<file path="config.mk">
export PLATFORM = sky130hd
export DESIGN_NAME = frame_arbiter_flat
export DESIGN_NICKNAME = d
export VERILOG_FILES = /design/src/rtl/frame_arbiter_if.sv /design/src/rtl/frame_arbiter.sv /design/src/flat_wrapper.sv
export SDC_FILE = /design/constraint.sdc
export NUM_CORES = 1
export LEC_CHECK = 0
export ABC_AREA = 1
export CORE_MARGIN = 3
export CORE_UTILIZATION = 54
export DETAILED_ROUTE_END_ITERATION = 8
export GPL_TIMING_DRIVEN = 0
export PLACE_DENSITY_LB_ADDON = 0.25
export SLEW_MARGIN = 40
export SYNTH_ARGS = -nofsm -noshare
export SYNTH_HDL_FRONTEND = slang
export SYNTH_SLANG_ARGS = --single-unit
</file>
<file path="constraint.sdc">
create_clock -name clk -period 2.56 [get_ports clk]
set_clock_uncertainty 0.15 [all_clocks]
set_input_delay 0.384 -clock clk [delete_from_list [all_inputs] [get_ports clk]]
set_output_delay 0.384 -clock clk [all_outputs]
set_load 0.005 [all_outputs]
</file>
<file path="src/rtl/frame_arbiter_if.sv">
// Bundle of source, filter-engine and result signals for frame_arbiter.
// The slave view belongs to the arbiter; the master view belongs to the environment.
interface frame_arbiter_if;
  logic        req0;
  logic        req1;
  logic        vld0;
  logic        vld1;
  logic [7:0]  din0;
  logic [7:0]  din1;
  logic        gnt0;
  logic        gnt1;
  logic        f_valid;
  logic [7:0]  f_din;
  logic        f_rst;
  logic        f_fill_now;
  logic [15:0] f_dout;
  logic [15:0] res_out;
  logic        res_valid;
  logic        res_src;
  logic        frame_done;
  logic        err;

  modport slave (
    input  req0, req1, vld0, vld1, din0, din1, f_fill_now, f_dout,
    output gnt0, gnt1, f_valid, f_din, f_rst, res_out, res_valid, res_src,
           frame_done, err
  );

  modport master (
    output req0, req1, vld0, vld1, din0, din1, f_fill_now, f_dout,
    input  gnt0, gnt1, f_valid, f_din, f_rst, res_out, res_valid, res_src,
           frame_done, err
  );
endinterface

</file>
<file path="src/rtl/frame_arbiter.sv">
// Two-source round-robin frame arbiter: buffers one N*M frame, bursts it to a
// shared filter engine, collects the interior results and guards with a watchdog.
module frame_arbiter #(
  parameter int N      = 5,
  parameter int M      = 5,
  parameter int WD_LIM = 32
) (
  input  logic           clk,
  input  logic           rst_n,
  frame_arbiter_if.slave bus
);
  localparam int NPIX = N * M;
  localparam int NRES = (N - 2) * (M - 2);
  localparam int CW   = $clog2(NPIX + 1);
  localparam int AW   = $clog2(NPIX);
  localparam int RW   = $clog2(NRES + 1);
  localparam int WW   = $clog2(WD_LIM + 1);

  localparam logic [CW-1:0] PIX_LAST = CW'(NPIX - 1);
  localparam logic [CW-1:0] PIX_END  = CW'(NPIX);
  localparam logic [RW-1:0] RES_ALL  = RW'(NRES);
  localparam logic [WW-1:0] WD_LAST  = WW'(WD_LIM - 1);

  typedef enum logic [2:0] {IDLE, COLLECT, BURST, WAIT, DRAIN, DONE} state_t;

  state_t        state_reg, state_next;
  logic [CW-1:0] pix_cnt_reg, pix_cnt_next;
  logic [RW-1:0] res_cnt_reg, res_cnt_next;
  logic [WW-1:0] wd_cnt_reg, wd_cnt_next;
  logic          lc_odd_reg, lc_odd_next;
  logic          prio_reg, prio_next;
  logic          src_reg, src_next;
  logic          gnt_reg, gnt_next;
  logic          err_reg, err_next;
  logic          res_valid_reg, res_valid_next;
  logic [15:0]   res_out_reg, res_out_next;

  logic [7:0]    buffer [NPIX];
  logic [7:0]    rd_data_reg;
  logic [7:0]    wr_data;
  logic [AW-1:0] wr_addr;
  logic [AW-1:0] rd_addr;
  logic          wr_en;
  logic          capture;
  logic          done_go;
  logic          timeout;

  assign wr_addr = pix_cnt_reg[AW-1:0];
  assign rd_addr = (pix_cnt_reg < PIX_END) ? pix_cnt_reg[AW-1:0] : '0;
  assign wr_data = src_reg ? bus.din1 : bus.din0;

  // Read runs one address ahead so burst cycle k presents buffer[k-1].
  always_ff @(posedge clk) begin
    if (wr_en) begin
      buffer[wr_addr] <= wr_data;
    end
    rd_data_reg <= buffer[rd_addr];
  end

  always_comb begin
    state_next     = state_reg;
    pix_cnt_next   = pix_cnt_reg;
    res_cnt_next   = res_cnt_reg;
    wd_cnt_next    = wd_cnt_reg;
    lc_odd_next    = lc_odd_reg;
    prio_next      = prio_reg;
    src_next       = src_reg;
    gnt_next       = gnt_reg;
    err_next       = 1'b0;
    res_valid_next = 1'b0;
    res_out_next   = res_out_reg;
    wr_en          = 1'b0;
    capture        = 1'b0;
    done_go        = 1'b0;
    timeout        = 1'b0;

    case (state_reg)
      IDLE: begin
        if (bus.req0 || bus.req1) begin
          // prio_reg remembers the last served source; the other one wins a tie.
          src_next     = (bus.req0 && bus.req1) ? ~prio_reg : bus.req1;
          gnt_next     = 1'b1;
          pix_cnt_next = '0;
          state_next   = COLLECT;
        end
      end
      COLLECT: begin
        wr_en = src_reg ? bus.vld1 : bus.vld0;
        if (wr_en) begin
          if (pix_cnt_reg == PIX_LAST) begin
            pix_cnt_next = '0;
            state_next   = BURST;
          end else begin
            pix_cnt_next = pix_cnt_reg + 1'b1;
          end
        end
      end
      BURST: begin
        if (pix_cnt_reg == PIX_END) begin
          wd_cnt_next  = '0;
          res_cnt_next = '0;
          state_next   = WAIT;
        end else begin
          pix_cnt_next = pix_cnt_reg + 1'b1;
        end
      end
      WAIT: begin
        wd_cnt_next = wd_cnt_reg + 1'b1;
        if (!bus.f_fill_now) begin
          lc_odd_next = 1'b1;
          state_next  = DRAIN;
        end
      end
      DRAIN: begin
        wd_cnt_next = wd_cnt_reg + 1'b1;
        if (!bus.f_fill_now) begin
          lc_odd_next = ~lc_odd_reg;
          // Odd count now means the current low cycle is even.
          capture     = lc_odd_reg && (res_cnt_reg != RES_ALL);
        end else if (res_cnt_reg == RES_ALL) begin
          done_go    = 1'b1;
          gnt_next   = 1'b0;
          prio_next  = src_reg;
          state_next = DONE;
        end
      end
      DONE: begin
        state_next = IDLE;
      end
      default: begin
        state_next = IDLE;
      end
    endcase

    timeout = ((state_reg == WAIT) || (state_reg == DRAIN)) && (wd_cnt_reg == WD_LAST);
    if (timeout && !done_go) begin
      state_next = IDLE;
      gnt_next   = 1'b0;
      prio_next  = src_reg;
      err_next   = 1'b1;
      capture    = 1'b0;
    end

    if (capture) begin
      res_out_next   = bus.f_dout;
      res_valid_next = 1'b1;
      res_cnt_next   = res_cnt_reg + 1'b1;
    end
  end

  always_ff @(posedge clk or negedge rst_n) begin
    if (!rst_n) begin
      state_reg     <= IDLE;
      pix_cnt_reg   <= '0;
      res_cnt_reg   <= '0;
      wd_cnt_reg    <= '0;
      lc_odd_reg    <= 1'b0;
      prio_reg      <= 1'b1;
      src_reg       <= 1'b0;
      gnt_reg       <= 1'b0;
      err_reg       <= 1'b0;
      res_valid_reg <= 1'b0;
      res_out_reg   <= '0;
    end else begin
      state_reg     <= state_next;
      pix_cnt_reg   <= pix_cnt_next;
      res_cnt_reg   <= res_cnt_next;
      wd_cnt_reg    <= wd_cnt_next;
      lc_odd_reg    <= lc_odd_next;
      prio_reg      <= prio_next;
      src_reg       <= src_next;
      gnt_reg       <= gnt_next;
      err_reg       <= err_next;
      res_valid_reg <= res_valid_next;
      res_out_reg   <= res_out_next;
    end
  end

  assign bus.gnt0       = gnt_reg & ~src_reg;
  assign bus.gnt1       = gnt_reg & src_reg;
  assign bus.f_valid    = (state_reg == BURST) && (pix_cnt_reg == '0);
  assign bus.f_din      = ((state_reg == BURST) && (pix_cnt_reg != '0)) ? rd_data_reg : 8'h00;
  assign bus.f_rst      = ~rst_n | err_reg;
  assign bus.res_out    = res_out_reg;
  assign bus.res_valid  = res_valid_reg;
  assign bus.res_src    = src_reg;
  assign bus.frame_done = (state_reg == DONE);
  assign bus.err        = err_reg;
endmodule

</file>
<file path="src/flat_wrapper.sv">
// flat-port wrapper written by rule: the top's interface ports become plain ports
module frame_arbiter_flat 
#(
  parameter int N      = 5,
  parameter int M      = 5,
  parameter int WD_LIM = 32
)
  (clk, rst_n, bus_req0, bus_req1, bus_vld0, bus_vld1, bus_din0, bus_din1, bus_f_fill_now, bus_f_dout, bus_gnt0, bus_gnt1, bus_f_valid, bus_f_din, bus_f_rst, bus_res_out, bus_res_valid, bus_res_src, bus_frame_done, bus_err);
  frame_arbiter_if bus_i ();
  input  logic clk;
  input  logic rst_n;
  input wire logic [$bits(bus_i.req0)-1:0] bus_req0;
  input wire logic [$bits(bus_i.req1)-1:0] bus_req1;
  input wire logic [$bits(bus_i.vld0)-1:0] bus_vld0;
  input wire logic [$bits(bus_i.vld1)-1:0] bus_vld1;
  input wire logic [$bits(bus_i.din0)-1:0] bus_din0;
  input wire logic [$bits(bus_i.din1)-1:0] bus_din1;
  input wire logic [$bits(bus_i.f_fill_now)-1:0] bus_f_fill_now;
  input wire logic [$bits(bus_i.f_dout)-1:0] bus_f_dout;
  output wire logic [$bits(bus_i.gnt0)-1:0] bus_gnt0;
  output wire logic [$bits(bus_i.gnt1)-1:0] bus_gnt1;
  output wire logic [$bits(bus_i.f_valid)-1:0] bus_f_valid;
  output wire logic [$bits(bus_i.f_din)-1:0] bus_f_din;
  output wire logic [$bits(bus_i.f_rst)-1:0] bus_f_rst;
  output wire logic [$bits(bus_i.res_out)-1:0] bus_res_out;
  output wire logic [$bits(bus_i.res_valid)-1:0] bus_res_valid;
  output wire logic [$bits(bus_i.res_src)-1:0] bus_res_src;
  output wire logic [$bits(bus_i.frame_done)-1:0] bus_frame_done;
  output wire logic [$bits(bus_i.err)-1:0] bus_err;
  assign bus_i.req0 = bus_req0;
  assign bus_i.req1 = bus_req1;
  assign bus_i.vld0 = bus_vld0;
  assign bus_i.vld1 = bus_vld1;
  assign bus_i.din0 = bus_din0;
  assign bus_i.din1 = bus_din1;
  assign bus_i.f_fill_now = bus_f_fill_now;
  assign bus_i.f_dout = bus_f_dout;
  assign bus_gnt0 = bus_i.gnt0;
  assign bus_gnt1 = bus_i.gnt1;
  assign bus_f_valid = bus_i.f_valid;
  assign bus_f_din = bus_i.f_din;
  assign bus_f_rst = bus_i.f_rst;
  assign bus_res_out = bus_i.res_out;
  assign bus_res_valid = bus_i.res_valid;
  assign bus_res_src = bus_i.res_src;
  assign bus_frame_done = bus_i.frame_done;
  assign bus_err = bus_i.err;
  frame_arbiter #(.N(N), .M(M), .WD_LIM(WD_LIM)) u_core (.clk(clk), .rst_n(rst_n), .bus(bus_i));
endmodule
</file>
==> summary.txt, run 1 <==
DRC: 0
Final hold violation count: 0
Port Buffers: 70
Critical path data required time: 2.58 ns
TritonRoute pass-1 iters: 6
Pin count of the biggest net entering global routing: 42
Final Setup Violations: 74
Final WL: 29200 um
Met2 wire length: 14200 um
Die width: 149 um
Placer Congestion: 0.921
Post-synthesis cell count: 1111
First-pass GRT wire length: 44400 um
Top Layer Used: met4
CP max FO: 8
Vias in the first global route: 8163
Total Routing Usage GR: 26.0%
Via density: 5.67
Startpoint Class: flop
Tmin final: 2.65 ns
Cells after DPL: 1447
Post-synthesis cell type count: 36
Synth Cell Area: 11100 um^2
HP Class: input pin to asynchronous set/reset pin
Post-synth EDFFs: 200
#FFs+latches synth: 248
RSZ-0062 raised after global routing: yes
Layout cell share with drive strength beyond 1: 13.8%
Antenna fix cells: 0
Leak: 5.51 nW
Setup_tns: -2.44 ns
Fmax achieved: 378 MHz
Asr flop ratio synth: 16.1%
CTS max path bufs: 3
Filler instances: 1547
CTS buffer count: 26
Power per cell area: 1020 nW/um^2
Met3 routed WL: 2340 um
CTS tree: yes
Failing checks: negative setup slack
Root buffer cell: clkbuf_16
Die area: 22300 um^2
Iter 0 DRT Violations: 918
Syn Nets: 1157
Initial antenna violation count: 0
Max FFs per register: 200
Worst setup EP type: flop
FF/Latch Area: 7170 um^2
Worst Tran Pin Value: 0.752 ns
Final cell count without fillers: 1502
Met1 Routed Length: 11500 um
GRT overflow: 0
Routed Antenna Nets: 0
Worst Path Class, Setup: flop to flop
H-tree depth: 1
Multi-input logic area: 3520 um^2
Clock transition at the registers of the reported paths: 0.06 ns
Worst path arrival time: 2.66 ns
Outcome: finished, violations left
Core Area: 19800 um^2
Clk sinks: 248
Number of cell rows: 51
Yosys warns: 0
Via count: 8510
Ports: 71
Routed WL per cell: 19.4 um
Slew HR: 49.7%
Nets: 1263
Average size of a mapped cell: 9.97 um^2
Worst IR Drop VDD: 688 uV
Setup slack after layout: -0.0861 ns
Initial Utilization: 56.0%
Hpwl dp: 19200 um
Clock Latency Late Sink: 0.54 ns
Crit share post-route: 103%
Most used DFF post-synth: edfxtp_1
Synthesis-to-layout area growth: 19.1%
Sequential area share after synthesis: 64.7%
Max-Cap Viols: 0
Die Ht: 149 um
Slew Viols, Final: 0
==> synth_stat cells (2+ instances only) <==
library cell	count	area, um^2
a21oi_1	11	55.1
buf_2	35	175
buf_4	9	67.6
buf_6	8	90.1
clkbuf_1	9	33.8
dfrtp_1	39	976
dfxtp_1	8	160
edfxtp_1	200	6010
ha_1	7	87.6
inv_1	34	128
inv_2	11	41.3
nand2_1	397	1490
nand2_2	6	37.5
nand2_4	4	45.0
nand3_1	233	1170
nand3_2	3	30.0
nand4_1	2	12.5
nor2_1	63	236
nor2_2	2	12.5
nor3_1	3	15.0
o21ai_0	9	45.0
o22ai_1	2	12.5
o31ai_1	2	15.0
or2_1	2	12.5
==> placed cells by master (no fill, tap or decap), drive strengths merged <==
cell type,count
nand3,236
bufinv,3
edfxtp,200
inv,46
nor4,1
a211oi,1
nand4,2
clkbuf,52
dfstp,1
nor2,65
buf,61
dfrtp,39
dlygate4sd3,1
clkdlybuf4s50,60
o22ai,2
dfxtp,8
o21a,1
nor3,5
a21oi,11
dlymetal6s2s,2
o31ai,2
ha,7
nand2,408
or2,2
xor2,1
o21ai,10
xnor2,1
clkinvlp,2
clkinv,7
==> per-stage QoR <==
stage / instance area [um^2] / utilization, % / power [mW] / hold WS (ns) / worst slack [ns]
floorplan: 11100 / - / 7.83 / -0.0616 / 0.0740
global placement: 12100 / 61.2 / 9.42 / 0.312 / -0.782
detailed placement: 12100 / 61.4 / 9.51 / 0.243 / -0.422
CTS: 13100 / 66.3 / 13.4 / 0.224 / -0.0557
global route: 13200 / 66.7 / 14.1 / 0.195 / -0.212
finish: 13200 / 66.7 / 13.5 / 0.166 / -0.0861
==> power breakdown <==
group	total, mW	internal (mW)	switching (mW)
registers	5.24	5.04	0.193
logic	4.42	1.46	2.96
clock network	3.85	2.31	1.53
==> per-layer routing <==
layer,up-vias,track usage [%]
li1,3965,-
met1,4068,34.8
met2,385,43.7
met3,92,4.07
met4,0,9.06
met5,-,0
==> area by class of cell <==
cell class / count / area share (%)
Clock inverter: 12 / 1.02
Multi-Input combinational cell: 755 / 26.7
Timing Repair Buffer: 79 / 5.63
Tap cell: 265 / 2.51
Buffer: 61 / 2.86
Inverter: 46 / 1.37
Clock buffer: 36 / 5.60
Sequential cell: 248 / 54.3
==> logic make-up (layout without fill, tap and decap cells) <==
logic type | Yosys count | count (layout) | share of synthesized area [%]
flip-flops | 248 | 248 | 64.7
AO/OA/AOI/OAI | 27 | 27 | 1.33
buffers and inverters | 108 | 234 | 4.92
adder cells (fa/ha/maj) | 7 | 7 | 0.791
XOR/XNOR | 2 | 2 | 0.158
AND/OR/NAND/NOR | 719 | 719 | 28.1
==> critical path, cell delays in order, from the launching register on <==
cell,delay (ns)
dfrtp_1,0.39
inv_1,0.08
nand2_1,0.05
o21ai_0,0.20
nor2_1,0.34
nand2_1,0.51
nor2_2,0.56
==> worst paths after layout <==
kind | start | to | slack [ns] | cells after the start
max reg2reg | u_core.bus.res_src | u_core.buffer[18][4] | -0.09 | 6
max | u_core.bus.res_src | u_core.buffer[18][4] | -0.09 | 6
min reg2reg | u_core.bus.res_out[2] | u_core.bus.res_out[2] | 0.34 | 2
max in group asynchronous | rst_n | u_core.prio_reg | 1.79 | 2
min | rst_n | u_core.gnt_reg | 0.17 | 2
min in group clk | bus_f_dout[1] | u_core.bus.res_out[1] | 0.24 | 3
==> repair_timing <==
action / 4_1_cts / 5_1_grt
hold buffers: 1 / 0
endpoints found under the hold margin: 39 / 0
endpoints found under the setup margin: 41 / 197
setup buffers: 5 / 2
pin swaps: 7 / 3
resized for setup: 30 / 41
Note: power is estimated with default switching activity, not from simulation.
==> run 2, diff against run 1 <==
--- a/config.mk
+++ b/config.mk
@@ -7,9 +7,11 @@
 export LEC_CHECK = 0
 export ABC_AREA = 1
 export CORE_MARGIN = 3
-export CORE_UTILIZATION = 54
+export CORE_UTILIZATION = 55
+export CTS_BUF_LIST = sky130_fd_sc_hd__clkbuf_2 sky130_fd_sc_hd__clkbuf_4 sky130_fd_sc_hd__clkbuf_8
 export DETAILED_ROUTE_END_ITERATION = 8
 export GPL_TIMING_DRIVEN = 0
+export HOLD_SLACK_MARGIN = 0.05
 export PLACE_DENSITY_LB_ADDON = 0.25
 export SLEW_MARGIN = 40
 export SYNTH_ARGS = -nofsm -noshare
==> summary.txt, run 2 (same netlist as run 1, synthesis figures left out) <==
Final WL: 29400 um (was 29200 um)
Initial Utilization: 56.4% (was 56.0%)
Startpoint Class: flop (unchanged)
Worst path arrival time: 2.53 ns (was 2.66 ns)
Final cell count without fillers: 1530 (was 1502)
Die Ht: 148 um (was 149 um)
Via count: 8589 (was 8510)
Placer Congestion: 0.986 (was 0.921)
Worst Path Class, Setup: flop to flop (unchanged)
Port Buffers: 70 (unchanged)
Routed Antenna Nets: 0 (unchanged)
Final hold violation count: 0 (unchanged)
Worst r2r path cells: 5 (was 6)
Clk sinks: 248 (unchanged)
Setup_tns: 0 ns (was -2.44 ns)
Iter 0 DRT Violations: 1001 (was 918)
TritonRoute pass-1 iters: 5 (was 6)
Via density: 5.61 (was 5.67)
RSZ-0062 raised after global routing: yes (unchanged)
Top Layer Used: met4 (unchanged)
Hpwl dp: 19400 um (was 19200 um)
Ports: 71 (unchanged)
Worst Tran Pin Value: 0.780 ns (was 0.752 ns)
Die area: 21900 um^2 (was 22300 um^2)
Slew HR: 47.8% (was 49.7%)
Filler instances: 1576 (was 1547)
Power per cell area: 1000 nW/um^2 (was 1020 nW/um^2)
Layout cell share with drive strength beyond 1: 14.6% (was 13.8%)
CTS max path bufs: 3 (unchanged)
Max FFs per register: 200 (unchanged)
Pin count of the biggest net entering global routing: 42 (unchanged)
R2R Path Start: u_core.state_reg[2] (was u_core.bus.res_src)
Worst IR Drop VDD: 875 uV (was 688 uV)
Routed WL per cell: 19.2 um (was 19.4 um)
Number of cell rows: 51 (unchanged)
Nets: 1281 (was 1263)
Core Area: 19700 um^2 (was 19800 um^2)
Total Power: 13.1 mW (was 13.5 mW)
Leak: 5.52 nW (was 5.51 nW)
Clock Latency Late Sink: 0.55 ns (was 0.54 ns)
Max-Cap Viols: 0 (unchanged)
Most common cell after layout, fill and taps aside: nand2_1 (unchanged)
Worst setup EP type: flop (unchanged)
Antenna fix cells: 0 (unchanged)
Vias in the first global route: 8298 (was 8163)
Met2 wire length: 13700 um (was 14200 um)
CTS buffer count: 40 (was 26)
First-pass GRT wire length: 44900 um (was 44400 um)
Outcome: finished clean (was finished, violations left)
DRC: 0 (unchanged)
Slew Viols, Final: 0 (unchanged)
Final Setup Violations: 0 (was 74)
Met1 Routed Length: 11900 um (was 11500 um)
H-tree depth: 2 (was 1)
Total Routing Usage GR: 26.8% (was 26.0%)
Critical path data required time: 2.58 ns (about the same)
Die width: 148 um (was 149 um)
R2R setup slack: 0.05 ns (was -0.09 ns)
Tmin final: 2.51 ns (was 2.65 ns)
Final hold slack: 0.200 ns (was 0.166 ns)
Most frequent cells in the layout: 388 x nand2_1, 232 x nand3_1, 200 x edfxtp_1 (unchanged)
Met3 routed WL: 2660 um (was 2340 um)
Crit share post-route: 98.0% (was 103%)
Fmax achieved: 399 MHz (was 378 MHz)
Synthesis-to-layout area growth: 18.3% (was 19.1%)
GRT overflow: 0 (unchanged)
CP max FO: 8 (unchanged)
Root buffer cell: clkbuf_8 (was clkbuf_16)
HP Class: input pin to asynchronous set/reset pin (unchanged)
CTS tree: yes (unchanged)
Cells after DPL: 1448 (was 1447)
R2R Path End: u_core.buffer[17][1] (was u_core.buffer[18][4])
Clock transition at the registers of the reported paths: 0.06 ns (about the same)
Initial antenna violation count: 0 (unchanged)
## run 2: through the flow
step           setup WS [ns]  cell area (um^2)  utilization (%)
2_1_floorplan         0.0740             11100                -
3_3_place_gp          -0.782             12100             61.6
3_5_place_dp          -0.347             12100             61.8
4_1_cts               0.0375             13100             66.5
5_1_grt              -0.0351             13100             66.7
6_report              0.0520             13100             66.7
## run 2: how the worst max path moves through the flow
stage / start / endpoint / depth (start not counted)
2_1_floorplan: u_core.pix_cnt_reg[1] / u_core.buffer[24][0] / 6
3_3_place_gp: rst_n / bus_f_rst / 3
3_5_place_dp: bus_vld0 / u_core.buffer[20][2] / 7
4_1_cts: u_core.state_reg[2] / u_core.buffer[20][2] / 5
5_1_grt: u_core.bus.res_src / u_core.buffer[17][1] / 6
6_report: u_core.state_reg[2] / u_core.buffer[17][1] / 5
## run 2: area by class of cell
type	count	area, um^2	share of cell area (%)
plain buffers	61	375	2.86
clock buffers	59	712	5.43
clock inverters	13	87.6	0.668
inverters	46	180	1.37
multi-input cells	755	3460	26.4
flip-flops and latches	248	7170	54.7
well taps	265	332	2.53
repair buffers	83	786	6.00
## run 2: power breakdown
part	internal, mW	switching [mW]
Combinational	1.50	2.97
Clock	1.89	1.54
Sequential	5.05	0.199
Total	8.43	4.71
## run 2: what timing repair did
| item | 4_1_cts | 5_1_grt |
|---|---|---|
| hold buffers | 1 | 0 |
| hold endpoints to repair | 40 | 0 |
| setup endpoints to repair | 38 | 95 |
| buffers inserted | 10 | 0 |
| pin swaps | 3 | 1 |
| gates resized for setup | 24 | 9 |
## run 2: critical path, cell delays in order, from the launching register on
cell and delay (ns):
dfrtp_2 0.47, inv_2 0.12, nand3_2 0.14, nor2_1 0.24, nand2_1 0.32, nor2_1 0.69
## run 2: layer usage
layer	global-route usage, %	vias to the layer above
met2	42.9	457
met4	11.3	0
li1	-	4002
met5	0	-
met3	4.54	93
met1	36.8	4037
